$ cat config.mk
export PLATFORM = sky130hd
export DESIGN_NAME = apb_master_arbiter
export DESIGN_NICKNAME = d
export VERILOG_FILES = /design/src/rtl/apb_master_arbiter.sv
export SDC_FILE = /design/constraint.sdc
export NUM_CORES = 1
export LEC_CHECK = 0
export BUFFER_PORTS_ARGS = -buffer_cell sky130_fd_sc_hd__buf_2
export CAP_MARGIN = 20
export CORE_AREA = 2 2 113 115
export CTS_CLUSTER_SIZE = 40
export DETAILED_ROUTE_END_ITERATION = 10
export DIE_AREA = 0 0 115 117
export HOLD_SLACK_MARGIN = 0.02
export PLACE_DENSITY = 0.72
export SLEW_MARGIN = 20
export SYNTH_ARGS = -nofsm -noshare
export SYNTH_HDL_FRONTEND = slang
export SYNTH_SLANG_ARGS = --single-unit
$ cat constraint.sdc
create_clock -name PCLK -period 3.8 [get_ports PCLK]
set_input_delay 0.76 -clock PCLK [delete_from_list [all_inputs] [get_ports PCLK]]
set_output_delay 0.76 -clock PCLK [all_outputs]
set_load 0.01 [all_outputs]
$ cat src/rtl/apb_master_arbiter.sv
// APB master shared by NUM_REQ local requesters via round-robin arbitration.
// Ports: PCLK/PRESETn (sync active-low); req_* request side with one-hot
// req_ready accept; rsp_* one-hot completion with rdata/err; P* APB master bus.
module apb_master_arbiter #(
  parameter int NUM_REQ = 4,
  parameter int ADDR_W  = 8,
  parameter int DATA_W  = 32,
  parameter int TIMEOUT = 16
) (
  input  logic                      PCLK,
  input  logic                      PRESETn,
  input  logic [NUM_REQ-1:0]        req_valid,
  input  logic [NUM_REQ-1:0]        req_write,
  input  logic [NUM_REQ*ADDR_W-1:0] req_addr,
  input  logic [NUM_REQ*DATA_W-1:0] req_wdata,
  output logic [NUM_REQ-1:0]        req_ready,
  output logic [NUM_REQ-1:0]        rsp_valid,
  output logic [DATA_W-1:0]         rsp_rdata,
  output logic                      rsp_err,
  output logic                      PSEL,
  output logic                      PENABLE,
  output logic                      PWRITE,
  output logic [ADDR_W-1:0]         PADDR,
  output logic [DATA_W-1:0]         PWDATA,
  input  logic [DATA_W-1:0]         PRDATA,
  input  logic                      PREADY,
  input  logic                      PSLVERR
);

  localparam int IDX_W = (NUM_REQ > 1) ? $clog2(NUM_REQ) : 1;
  localparam int CNT_W = $clog2(TIMEOUT);

  typedef enum logic [1:0] {
    S_IDLE,
    S_SETUP,
    S_ACCESS
  } state_t;

  state_t              state_q, state_d;
  logic [IDX_W-1:0]    rr_ptr_q, rr_ptr_d;
  logic [IDX_W-1:0]    gnt_q, gnt_d;
  logic [CNT_W-1:0]    cnt_q, cnt_d;
  logic                psel_q, psel_d;
  logic                penable_q, penable_d;
  logic                pwrite_q, pwrite_d;
  logic [ADDR_W-1:0]   paddr_q, paddr_d;
  logic [DATA_W-1:0]   pwdata_q, pwdata_d;
  logic [NUM_REQ-1:0]  rsp_valid_q, rsp_valid_d;
  logic [DATA_W-1:0]   rsp_rdata_q, rsp_rdata_d;
  logic                rsp_err_q, rsp_err_d;

  logic                gnt_any;
  logic [IDX_W-1:0]    gnt_idx;
  logic                tmo_hit;
  logic                xfer_end;
  logic [IDX_W-1:0]    rr_next;

  // Scan downward over offsets so the smallest offset from rr_ptr wins.
  always_comb begin : p_arb
    int cand;
    gnt_any = 1'b0;
    gnt_idx = '0;
    cand    = 0;
    for (int k = NUM_REQ - 1; k >= 0; k--) begin
      cand = int'(rr_ptr_q) + k;
      if (cand >= NUM_REQ) cand = cand - NUM_REQ;
      if (req_valid[IDX_W'(cand)]) begin
        gnt_any = 1'b1;
        gnt_idx = IDX_W'(cand);
      end
    end
  end

  assign tmo_hit  = (cnt_q == CNT_W'(TIMEOUT - 1));
  assign xfer_end = (state_q == S_ACCESS) && (PREADY || tmo_hit);
  assign rr_next  = (gnt_q == IDX_W'(NUM_REQ - 1)) ? '0 : gnt_q + 1'b1;

  // State and datapath registers
  always_ff @(posedge PCLK) begin
    if (!PRESETn) begin
      state_q     <= S_IDLE;
      rr_ptr_q    <= '0;
      gnt_q       <= '0;
      cnt_q       <= '0;
      psel_q      <= 1'b0;
      penable_q   <= 1'b0;
      pwrite_q    <= 1'b0;
      paddr_q     <= '0;
      pwdata_q    <= '0;
      rsp_valid_q <= '0;
      rsp_rdata_q <= '0;
      rsp_err_q   <= 1'b0;
    end else begin
      state_q     <= state_d;
      rr_ptr_q    <= rr_ptr_d;
      gnt_q       <= gnt_d;
      cnt_q       <= cnt_d;
      psel_q      <= psel_d;
      penable_q   <= penable_d;
      pwrite_q    <= pwrite_d;
      paddr_q     <= paddr_d;
      pwdata_q    <= pwdata_d;
      rsp_valid_q <= rsp_valid_d;
      rsp_rdata_q <= rsp_rdata_d;
      rsp_err_q   <= rsp_err_d;
    end
  end

  // Next state
  always_comb begin
    state_d = state_q;
    unique case (state_q)
      S_IDLE:   if (gnt_any) state_d = S_SETUP;
      S_SETUP:  state_d = S_ACCESS;
      S_ACCESS: if (xfer_end) state_d = S_IDLE;
      default:  state_d = S_IDLE;
    endcase
  end

  // Outputs and datapath next values
  always_comb begin
    req_ready   = '0;
    rr_ptr_d    = rr_ptr_q;
    gnt_d       = gnt_q;
    cnt_d       = cnt_q;
    psel_d      = psel_q;
    penable_d   = penable_q;
    pwrite_d    = pwrite_q;
    paddr_d     = paddr_q;
    pwdata_d    = pwdata_q;
    rsp_valid_d = '0;
    rsp_rdata_d = '0;
    rsp_err_d   = 1'b0;
    unique case (state_q)
      S_IDLE: begin
        if (gnt_any) begin
          if (PRESETn) req_ready[gnt_idx] = 1'b1;
          gnt_d    = gnt_idx;
          cnt_d    = '0;
          psel_d   = 1'b1;
          pwrite_d = req_write[gnt_idx];
          paddr_d  = req_addr[int'(gnt_idx)*ADDR_W +: ADDR_W];
          pwdata_d = req_wdata[int'(gnt_idx)*DATA_W +: DATA_W];
        end
      end
      S_SETUP: penable_d = 1'b1;
      S_ACCESS: begin
        if (xfer_end) begin
          rsp_valid_d[gnt_q] = 1'b1;
          psel_d    = 1'b0;
          penable_d = 1'b0;
          rr_ptr_d  = rr_next;
          // PREADY on the final wait cycle still counts as a real completion
          if (PREADY) begin
            rsp_err_d   = PSLVERR;
            rsp_rdata_d = pwrite_q ? '0 : PRDATA;
          end else begin
            rsp_err_d   = 1'b1;
          end
        end else begin
          cnt_d = cnt_q + 1'b1;
        end
      end
      default: ;
    endcase
  end

  assign PSEL      = psel_q;
  assign PENABLE   = penable_q;
  assign PWRITE    = pwrite_q;
  assign PADDR     = paddr_q;
  assign PWDATA    = pwdata_q;
  assign rsp_valid = rsp_valid_q;
  assign rsp_rdata = rsp_rdata_q;
  assign rsp_err   = rsp_err_q;

endmodule
==> results of run 1 <==
cell type report:
type,count,area share
clock buffers,10,0.0375
multi-input cells,334,0.373
repair buffers,298,0.249
inverters,6,0.00369
flip-flops and latches,90,0.295
well taps,150,0.0307
clock inverters,6,0.0117
metrics by stage:
stage                util  instance area [µm²]  setup WS [ps]  hold WS [ps]  cells
CTS                 0.496                 6110            296           480    894
global placement    0.472                 5810            323           458    878
global route        0.496                 6110            196           499    894
finish              0.496                 6110            363           473    894
detailed placement  0.472                 5810            298           465    878
floorplan               -                 4240           1140           469    468
layer usage:
metal / vias up / track usage / wire (µm)
li1: 2217 / - / -
met1: 1955 / 0.221 / 5580
met2: 178 / 0.332 / 6510
met3: 14 / 0.0499 / 971
met4: 0 / 0.0699 / 252
met5: - / 0 / 0
synth_stat cells, drive strengths merged (2+ instances only):
library cell	n	area (µm²)
clkbuf	20	75.1
nor2b	3	18.8
ha	5	62.6
inv	6	22.5
nand2b	2	12.5
o221ai	13	114
nor3	4	25.0
mux2i	54	541
o21ai	33	165
and3	33	206
nand2	43	161
and2	35	219
nor2	15	56.3
nand3	14	70.1
buf	18	113
a21boi	30	225
a21oi	9	45.0
dfxtp	90	1800
o211ai	29	218
cell families (layout without fill, tap and decap cells):
group | after synthesis | count (layout) | share of synthesized area
AOI/OAI and AO/OA | 120 | 120 | 0.192
xor gates and xnor gates | 2 | 2 | 0.00413
adders and majority gates | 5 | 5 | 0.0147
buffers and inverters | 44 | 320 | 0.0495
DFF | 90 | 90 | 0.425
muxes | 54 | 54 | 0.127
and+or+nand+nor | 153 | 153 | 0.188
registers in the layout (all words and copies together), names as in the netlist, 2 cells and up:
signal     count
rsp_valid      4
gnt_q          2
PADDR          8
PWDATA        32
rsp_rdata     32
rr_ptr_q       2
cnt_q          4
state_q        2
worst reg2reg max path, stage by stage (launching register included):
cell and delay [ps]:
dfxtp_1 370, or3b_2 520, o221ai_4 100, buf_4 420
nand2_1 430, buf_4 360, o211ai_1 210
layout by cell type, fill, tap and decap left out, types with 2 or more instances in the layout:
| cell type | instances |
|---|---|
| nor2_1 | 14 |
| clkbuf_16 | 9 |
| buf_4 | 11 |
| o221ai_1 | 12 |
| inv_6 | 3 |
| o21ai_0 | 20 |
| dfxtp_1 | 90 |
| nand3_1 | 14 |
| nand2b_1 | 2 |
| a21boi_0 | 30 |
| inv_1 | 6 |
| nor3_1 | 2 |
| nand2_1 | 43 |
| a21oi_1 | 9 |
| and2_1 | 34 |
| buf_2 | 287 |
| ha_1 | 5 |
| o21ai_1 | 13 |
| mux2i_1 | 54 |
| and3_1 | 33 |
| o211ai_1 | 29 |
| nor2b_1 | 3 |
| clkinvlp_4 | 2 |
how the worst min path moves through the flow:
stage | depth (start not counted) | to | startpoint | slack (ps)
floorplan | 2 | gnt_q[1]$_SDFFE_PN0P_ | gnt_q[1]$_SDFFE_PN0P_ | 470
global placement | 2 | PWDATA[2]$_SDFFE_PN0P_ | PWDATA[2]$_SDFFE_PN0P_ | 460
detailed placement | 2 | PADDR[0]$_SDFFE_PN0P_ | PADDR[0]$_SDFFE_PN0P_ | 470
CTS | 2 | PADDR[0]$_SDFFE_PN0P_ | PADDR[0]$_SDFFE_PN0P_ | 480
global route | 2 | PWDATA[4]$_SDFFE_PN0P_ | PWDATA[4]$_SDFFE_PN0P_ | 500
finish | 2 | PADDR[0]$_SDFFE_PN0P_ | PADDR[0]$_SDFFE_PN0P_ | 470
power breakdown:
| group | total [mW] | switching, mW | internal (mW) |
|---|---|---|---|
| sequential | 1.05 | 0.0395 | 1.01 |
| clock | 0.911 | 0.393 | 0.517 |
| combinational | 0.488 | 0.254 | 0.234 |
==> impl_metrics.ini, run 1 <==
[sta]
period_share = 0.905
finClkSkew_ps = 11.8
max_freq_ghz = 0.291
hold_viol = 0
setup_viol = 0
fin_crit_ps = 3440
slew_headroom = 0.346
worst_pin_slew_ps = 978
rsz0062_at_grt = no
drv_slew = 0
tns_ps = 0

[critical_path]
r2r-start = rr_ptr_q[1]$_SDFFE_PN0P_
arrival_ps = 2680
startpoint = req_valid[1]
path_delay_family = simple AND/OR/NAND/NOR gates
ff2ff_setup_slack_ps = 1320
cp.depth = 6
cp_num_buf_inv = 2
critPathMaxFanout = 31
crit_chain = buf_2, a21boi_0, o221ai_4, nor3_4, and2_1, buf_2
cp.required_ps = 3040
setup.worst_path.end = req_ready[3]
critPathCaptureType = output port
crit_path_top_delay_cell = nor3_4
critPathMostFrequentCell = buf_2
path_class = in -> out
r2r_cells = 6
worstReg2RegEnd = PWDATA[5]$_SDFFE_PN0P_
start_kind = input pin
critPathMaxStageDelay_ps = 810

[hold_path]
holdCritPathClass = reg -> reg

[placement]
post-dp-hpwl_um = 10100
portBuffers = 287
place_congestion = 0.766

[route]
vias_per_cell = 4.88
ant_nets = 0
dr.pass1.iters = 4
drc = 0
vias = 4364
finalWirelength_um = 13300
wl_per_cell_um = 14.9
drtIter0Drc = 165

[grt]
first_global_vias = 3952
antenna_found_initial = 0
overflow = 0
grt_use_total = 0.188
grt_max_degree = 59
grt_pass1_wl_um = 19600

[clocking]
clockBufferDepth = 2
insertion_delay_ps = 340
clock-sinks = 90
htree_levels = 3
cts_buffers = 9
cts.hold.buffers_added = 0
ctsResizeCount = 0
clkTransAtPathRegs_ps = 70
post-cts-setup-buffers = 0
cts-root-buf = clkbuf_16
cts_tree = built

[floorplan]
design.core.area_mm2 = 0.0123
ios = 288
die_area_mm2 = 0.0135
die_y_um = 117
start_util = 0.345
std_cell_rows = 41
die_w_um = 115

[yosys]
synth-edff-count = 0
synth-seq-cells = 90
synthesis.area_mm2 = 0.00424
async_flop_share = 0
synthCells = 468
synthesis.nets = 677
ys_seq_area_frac = 0.425
syn_avg_cell_area_um2 = 9.07
ys.flop_type = dfxtp_1
synth-warning-count = 0
synth.distinct_cells = 35

[finish]
regArea_mm2 = 0.00180
antenna_cells = 0
nFillCells = 1231
area_delta_synth_final_pct = 43.9
layout-drive-gt1-share = 0.433
multiInputGateArea_mm2 = 0.00228
nets = 948

[power_and_ir_drop]
peakVddDrop_v = 0.000219
power_mw = 2.45
p_per_area_mw_per_mm2 = 402
leakage_nw = 3.12

[outcome]
outcome = finished, final reports clean

[job]
drv_cap = 0
Note: power is estimated with default switching activity, not from simulation.
==> inputs of run 2 (changes only) <==
Settings changed: CAP_MARGIN 20 to not set.
Clock period 3.8 ns to 4.3 ns, I/O delays scaled along.
==> run 2 against run 1 <==
Sequential cell count unchanged; via count up 0.39%; total power down 11%; critical endpoint is now req_ready[0].
==> impl_metrics.ini, run 2 (synthesis results as in run 1) <==
[finish]
regArea_mm2 = 0.00180
antenna_cells = 0
final_area_mm2 = 0.00610
final-instance-count-excl-fill = 892
layout_common_cells = buf_2 (287), dfxtp_1 (90), mux2i_1 (54)
fin_util = 0.496
area_delta_synth_final_pct = 43.8
final_common_cell = buf_2
multiInputGateArea_mm2 = 0.00228
nFillCells = 1227
layout-drive-gt1-share = 0.433
nets = 946

[placement]
dpl_cell_area_mm2 = 0.00579
place_congestion = 0.772
portBuffers = 287
dp_cells = 876
pre_cts_slack_ps = 611
post-dp-hpwl_um = 10200

[critical_path]
cp.required_ps = 3440
path_delay_family = simple AND/OR/NAND/NOR gates
path_class = in -> out
crit_chain = buf_2, or3b_2, o221ai_4, buf_4, nand2_1, nor2_1, buf_2
start_kind = input pin
cp_num_buf_inv = 3
critPathMaxStageDelay_ps = 480
arrival_ps = 2770
crit_path_top_delay_cell = or3b_2
critPathMaxFanout = 26
critPathCaptureType = output port
critPathMostFrequentCell = buf_2

[power_and_ir_drop]
power.internal_mw = 1.56
pwr-share-clk = 0.377
p_comb_frac = 0.197
leakage_nw = 3.12
p_sw_frac = 0.285
seqPwrFrac = 0.426
p_switching_mw = 0.622
p_per_area_mw_per_mm2 = 358
peakVddDrop_v = 0.000151
power_mw = 2.19

[sta]
worst_slack_ps = 674
fin_crit_ps = 3630
finClkSkew_ps = 7.02
setup_viol = 0
rsz0062_at_grt = no
drv_slew = 0
period_share = 0.843
tns_ps = 0
hold_viol = 0
max_freq_ghz = 0.276
hold_slack_ps = 474
worst_pin_slew_ps = 973
slew_headroom = 0.349

[route]
drtIter0Drc = 165
wl_per_cell_um = 15.1
drc = 0
wl_met3_um = 1070
ant_nets = 0
dr.pass1.iters = 4
vias_per_cell = 4.91
vias = 4381
wl_met2_um = 6540
drt-met1-wl_um = 5570
finalWirelength_um = 13500
highest_layer = met4

[floorplan]
die_w_um = 115
start_util = 0.345
die_y_um = 117
std_cell_rows = 41
design.core.area_mm2 = 0.0123
die_area_mm2 = 0.0135
ios = 288

[outcome]
outcome = finished, final reports clean

[clocking]
cts-root-buf = clkbuf_16
clock-sinks = 90
cts_buffers = 9
insertion_delay_ps = 340
post-cts-setup-buffers = 0
ctsResizeCount = 0
cts_tree = built
clkTransAtPathRegs_ps = 70
htree_levels = 3
cts.hold.buffers_added = 0
clockBufferDepth = 2

[grt]
grt_max_degree = 61
grt_use_total = 0.194
first_global_vias = 4044
overflow = 0
grt_pass1_wl_um = 20100
antenna_found_initial = 0

[hold_path]
holdCritPathClass = reg -> reg

[job]
drv_cap = 0
-- run 2: changes by cell type in the layout (fill, tap and decap cells not counted), sizes merged --
cell      delta
clkbuf       -1
clkinv       +3
buf          -2
clkinvlp     -2
-- run 2: worst paths after layout --
| kind | start | end | slack (ps) | depth (start not counted) |
|---|---|---|---|---|
| setup / recovery | req_valid[1] | req_ready[0] | 670 | 7 |
| setup reg to reg | rr_ptr_q[1]$_SDFFE_PN0P_ | PWDATA[10]$_SDFFE_PN0P_ | 1830 | 6 |
| hold reg to reg | PWDATA[2]$_SDFFE_PN0P_ | PWDATA[2]$_SDFFE_PN0P_ | 470 | 2 |
| hold / removal | PWDATA[2]$_SDFFE_PN0P_ | PWDATA[2]$_SDFFE_PN0P_ | 470 | 2 |
-- run 2: power by group through the flow --
stage | combinational [mW] | sequential, mW | clock (mW)
after floorplan | 0.205 | 0.975 | 0
after global placement | 0.431 | 0.948 | 0
after detailed placement | 0.438 | 0.949 | 0
after CTS | 0.438 | 0.931 | 0.852
after global routing | 0.478 | 0.940 | 0.886
final | 0.431 | 0.932 | 0.824
-- run 2: metal layers --
layer,vias up,track usage
met5,-,0
met4,0,0.0884
met3,17,0.0520
met2,181,0.328
met1,1973,0.231
li1,2210,-
-- run 2: cell type report --
cell class / count / area share
clock buffer: 9 / 0.0369
tap: 150 / 0.0308
inverter: 6 / 0.00369
timing repair buffer: 296 / 0.246
sequential: 90 / 0.295
clock inverter: 7 / 0.0141
multi-input combinational: 334 / 0.373
-- run 2: worst min-delay path, delay by kind of cell (launching register included) --
family             cells  cell delay, ps
DFF                    1             320
AOI/OAI and AO/OA      1              70
and+or+nand+nor        1              50
==> inputs of run 3 (changes only) <==
Settings changed: CORE_AREA 2 2 113 115 to 2 2 112 114, DIE_AREA 0 0 115 117 to 0 0 114 116, PLACE_DENSITY 0.72 to 0.76.
Clock period 4.3 ns to 3.2 ns, I/O delays scaled along.
==> run 3 against run 2 <==
Via count rose by 0.78%; total power grew 34%; clock power up 33%; worst hold slack better by 1.8 ps; design area increased by 0.35%; non-clock buffer count grew 2; largest power group unchanged.
==> impl_metrics.ini, run 3 (synthesis results as in run 1) <==
[route]
wl_per_cell_um = 14.8
finalWirelength_um = 13200
vias = 4415
dr.pass1.iters = 4
drtIter0Drc = 163
vias_per_cell = 4.95
drc = 0
ant_nets = 0

[finish]
nets = 949
antenna_cells = 0
layout-drive-gt1-share = 0.435
final_area_mm2 = 0.00612
area_delta_synth_final_pct = 44.3
final_common_cell = buf_2
layout_common_cells = buf_2 (287), dfxtp_1 (90), mux2i_1 (54)
final-instance-count-excl-fill = 892
fin_util = 0.514

[placement]
post-dp-hpwl_um = 9850
dp_cells = 875
dpl_cell_area_mm2 = 0.00580
portBuffers = 287
place_congestion = 0.810
pre_cts_slack_ps = -77.4

[critical_path]
crit_path_top_delay_cell = or3b_2
critPathMostFrequentCell = buf_2
ff2ff_setup_slack_ps = 810
cp.required_ps = 2560
critPathCaptureType = output port
start_kind = input pin
critPathMaxStageDelay_ps = 470
path_class = in -> out
crit_chain = buf_2, or3b_2, o221ai_4, buf_4, nand2_1, nor2_1, buf_2
critPathMaxFanout = 26
arrival_ps = 2340

[floorplan]
die_w_um = 114
die_y_um = 116
die_area_mm2 = 0.0132
start_util = 0.356
ios = 288
std_cell_rows = 40
design.core.area_mm2 = 0.0119

[grt]
grt_use_total = 0.191
overflow = 0
grt_max_degree = 60
first_global_vias = 4139
antenna_found_initial = 0
grt_pass1_wl_um = 19900

[clocking]
cts_tree = built
htree_levels = 3
cts_buffers = 9
cts-root-buf = clkbuf_16
clock-sinks = 90
insertion_delay_ps = 340
ctsResizeCount = 0
cts.hold.buffers_added = 0
clkTransAtPathRegs_ps = 70
clockBufferDepth = 2

[hold_path]
holdCritPathClass = reg -> reg

[power_and_ir_drop]
peakVddDrop_v = 0.000225
leakage_nw = 3.13
p_per_area_mw_per_mm2 = 480
power_mw = 2.94

[sta]
worst_slack_ps = 220
setup_viol = 0
max_freq_ghz = 0.336
period_share = 0.931
drv_slew = 0
rsz0062_at_grt = no
tns_ps = 0
worst_pin_slew_ps = 1010
slew_headroom = 0.326
hold_slack_ps = 476
finClkSkew_ps = 8.17
fin_crit_ps = 2980
hold_viol = 0

[outcome]
outcome = finished, final reports clean

[job]
drv_cap = 0
-- run 3: changes by cell type in the layout (fill, tap and decap cells not counted), sizes merged --
cell and delta:
buf +2, nor3 +1
-- run 3: worst paths after layout --
kind,from,to,depth (start not counted)
worst max-delay path,req_valid[1],req_ready[0],7
worst min-delay path,PADDR[0]$_SDFFE_PN0P_,PADDR[0]$_SDFFE_PN0P_,2
worst max register to register,rr_ptr_q[0]$_SDFFE_PN0P_,PADDR[7]$_SDFFE_PN0P_,6
worst min register to register,PADDR[0]$_SDFFE_PN0P_,PADDR[0]$_SDFFE_PN0P_,2
-- run 3: routing by layer --
| metal | GRT usage | up-vias | part of all wire |
|---|---|---|---|
| met4 | 0.0740 | 0 | 0.020 |
| li1 | - | 2213 | - |
| met2 | 0.344 | 182 | 0.50 |
| met1 | 0.219 | 2003 | 0.41 |
| met3 | 0.0450 | 17 | 0.070 |
| met5 | 0 | - | 0 |
-- run 3: area by class of cell --
cell class	instances	area (µm²)
fillers	1169	5790
inverters	6	22.5
clock inverters	7	86.3
repair buffers	298	1520
flip-flops and latches	90	1800
well taps	147	184
multi-input cells	335	2290
clock buffers	9	225
-- run 3: repair_timing --
action                                 in CTS  in global routing
setup endpoints to repair                   1                  0
buffers inserted                            0                  0
endpoints found under the hold margin       0                  0
-- run 3: power breakdown --
| part | switching, mW | internal (mW) |
|---|---|---|
| registers | 0.0451 | 1.20 |
| clock network | 0.484 | 0.621 |
| logic | 0.307 | 0.278 |
-- run 3: critical path: cells and delay by family --
family / cells / cell delay, ps
AND/OR/NAND/NOR: 3 / 850
buffers and inverters: 3 / 720
AO/OA/AOI/OAI: 1 / 130
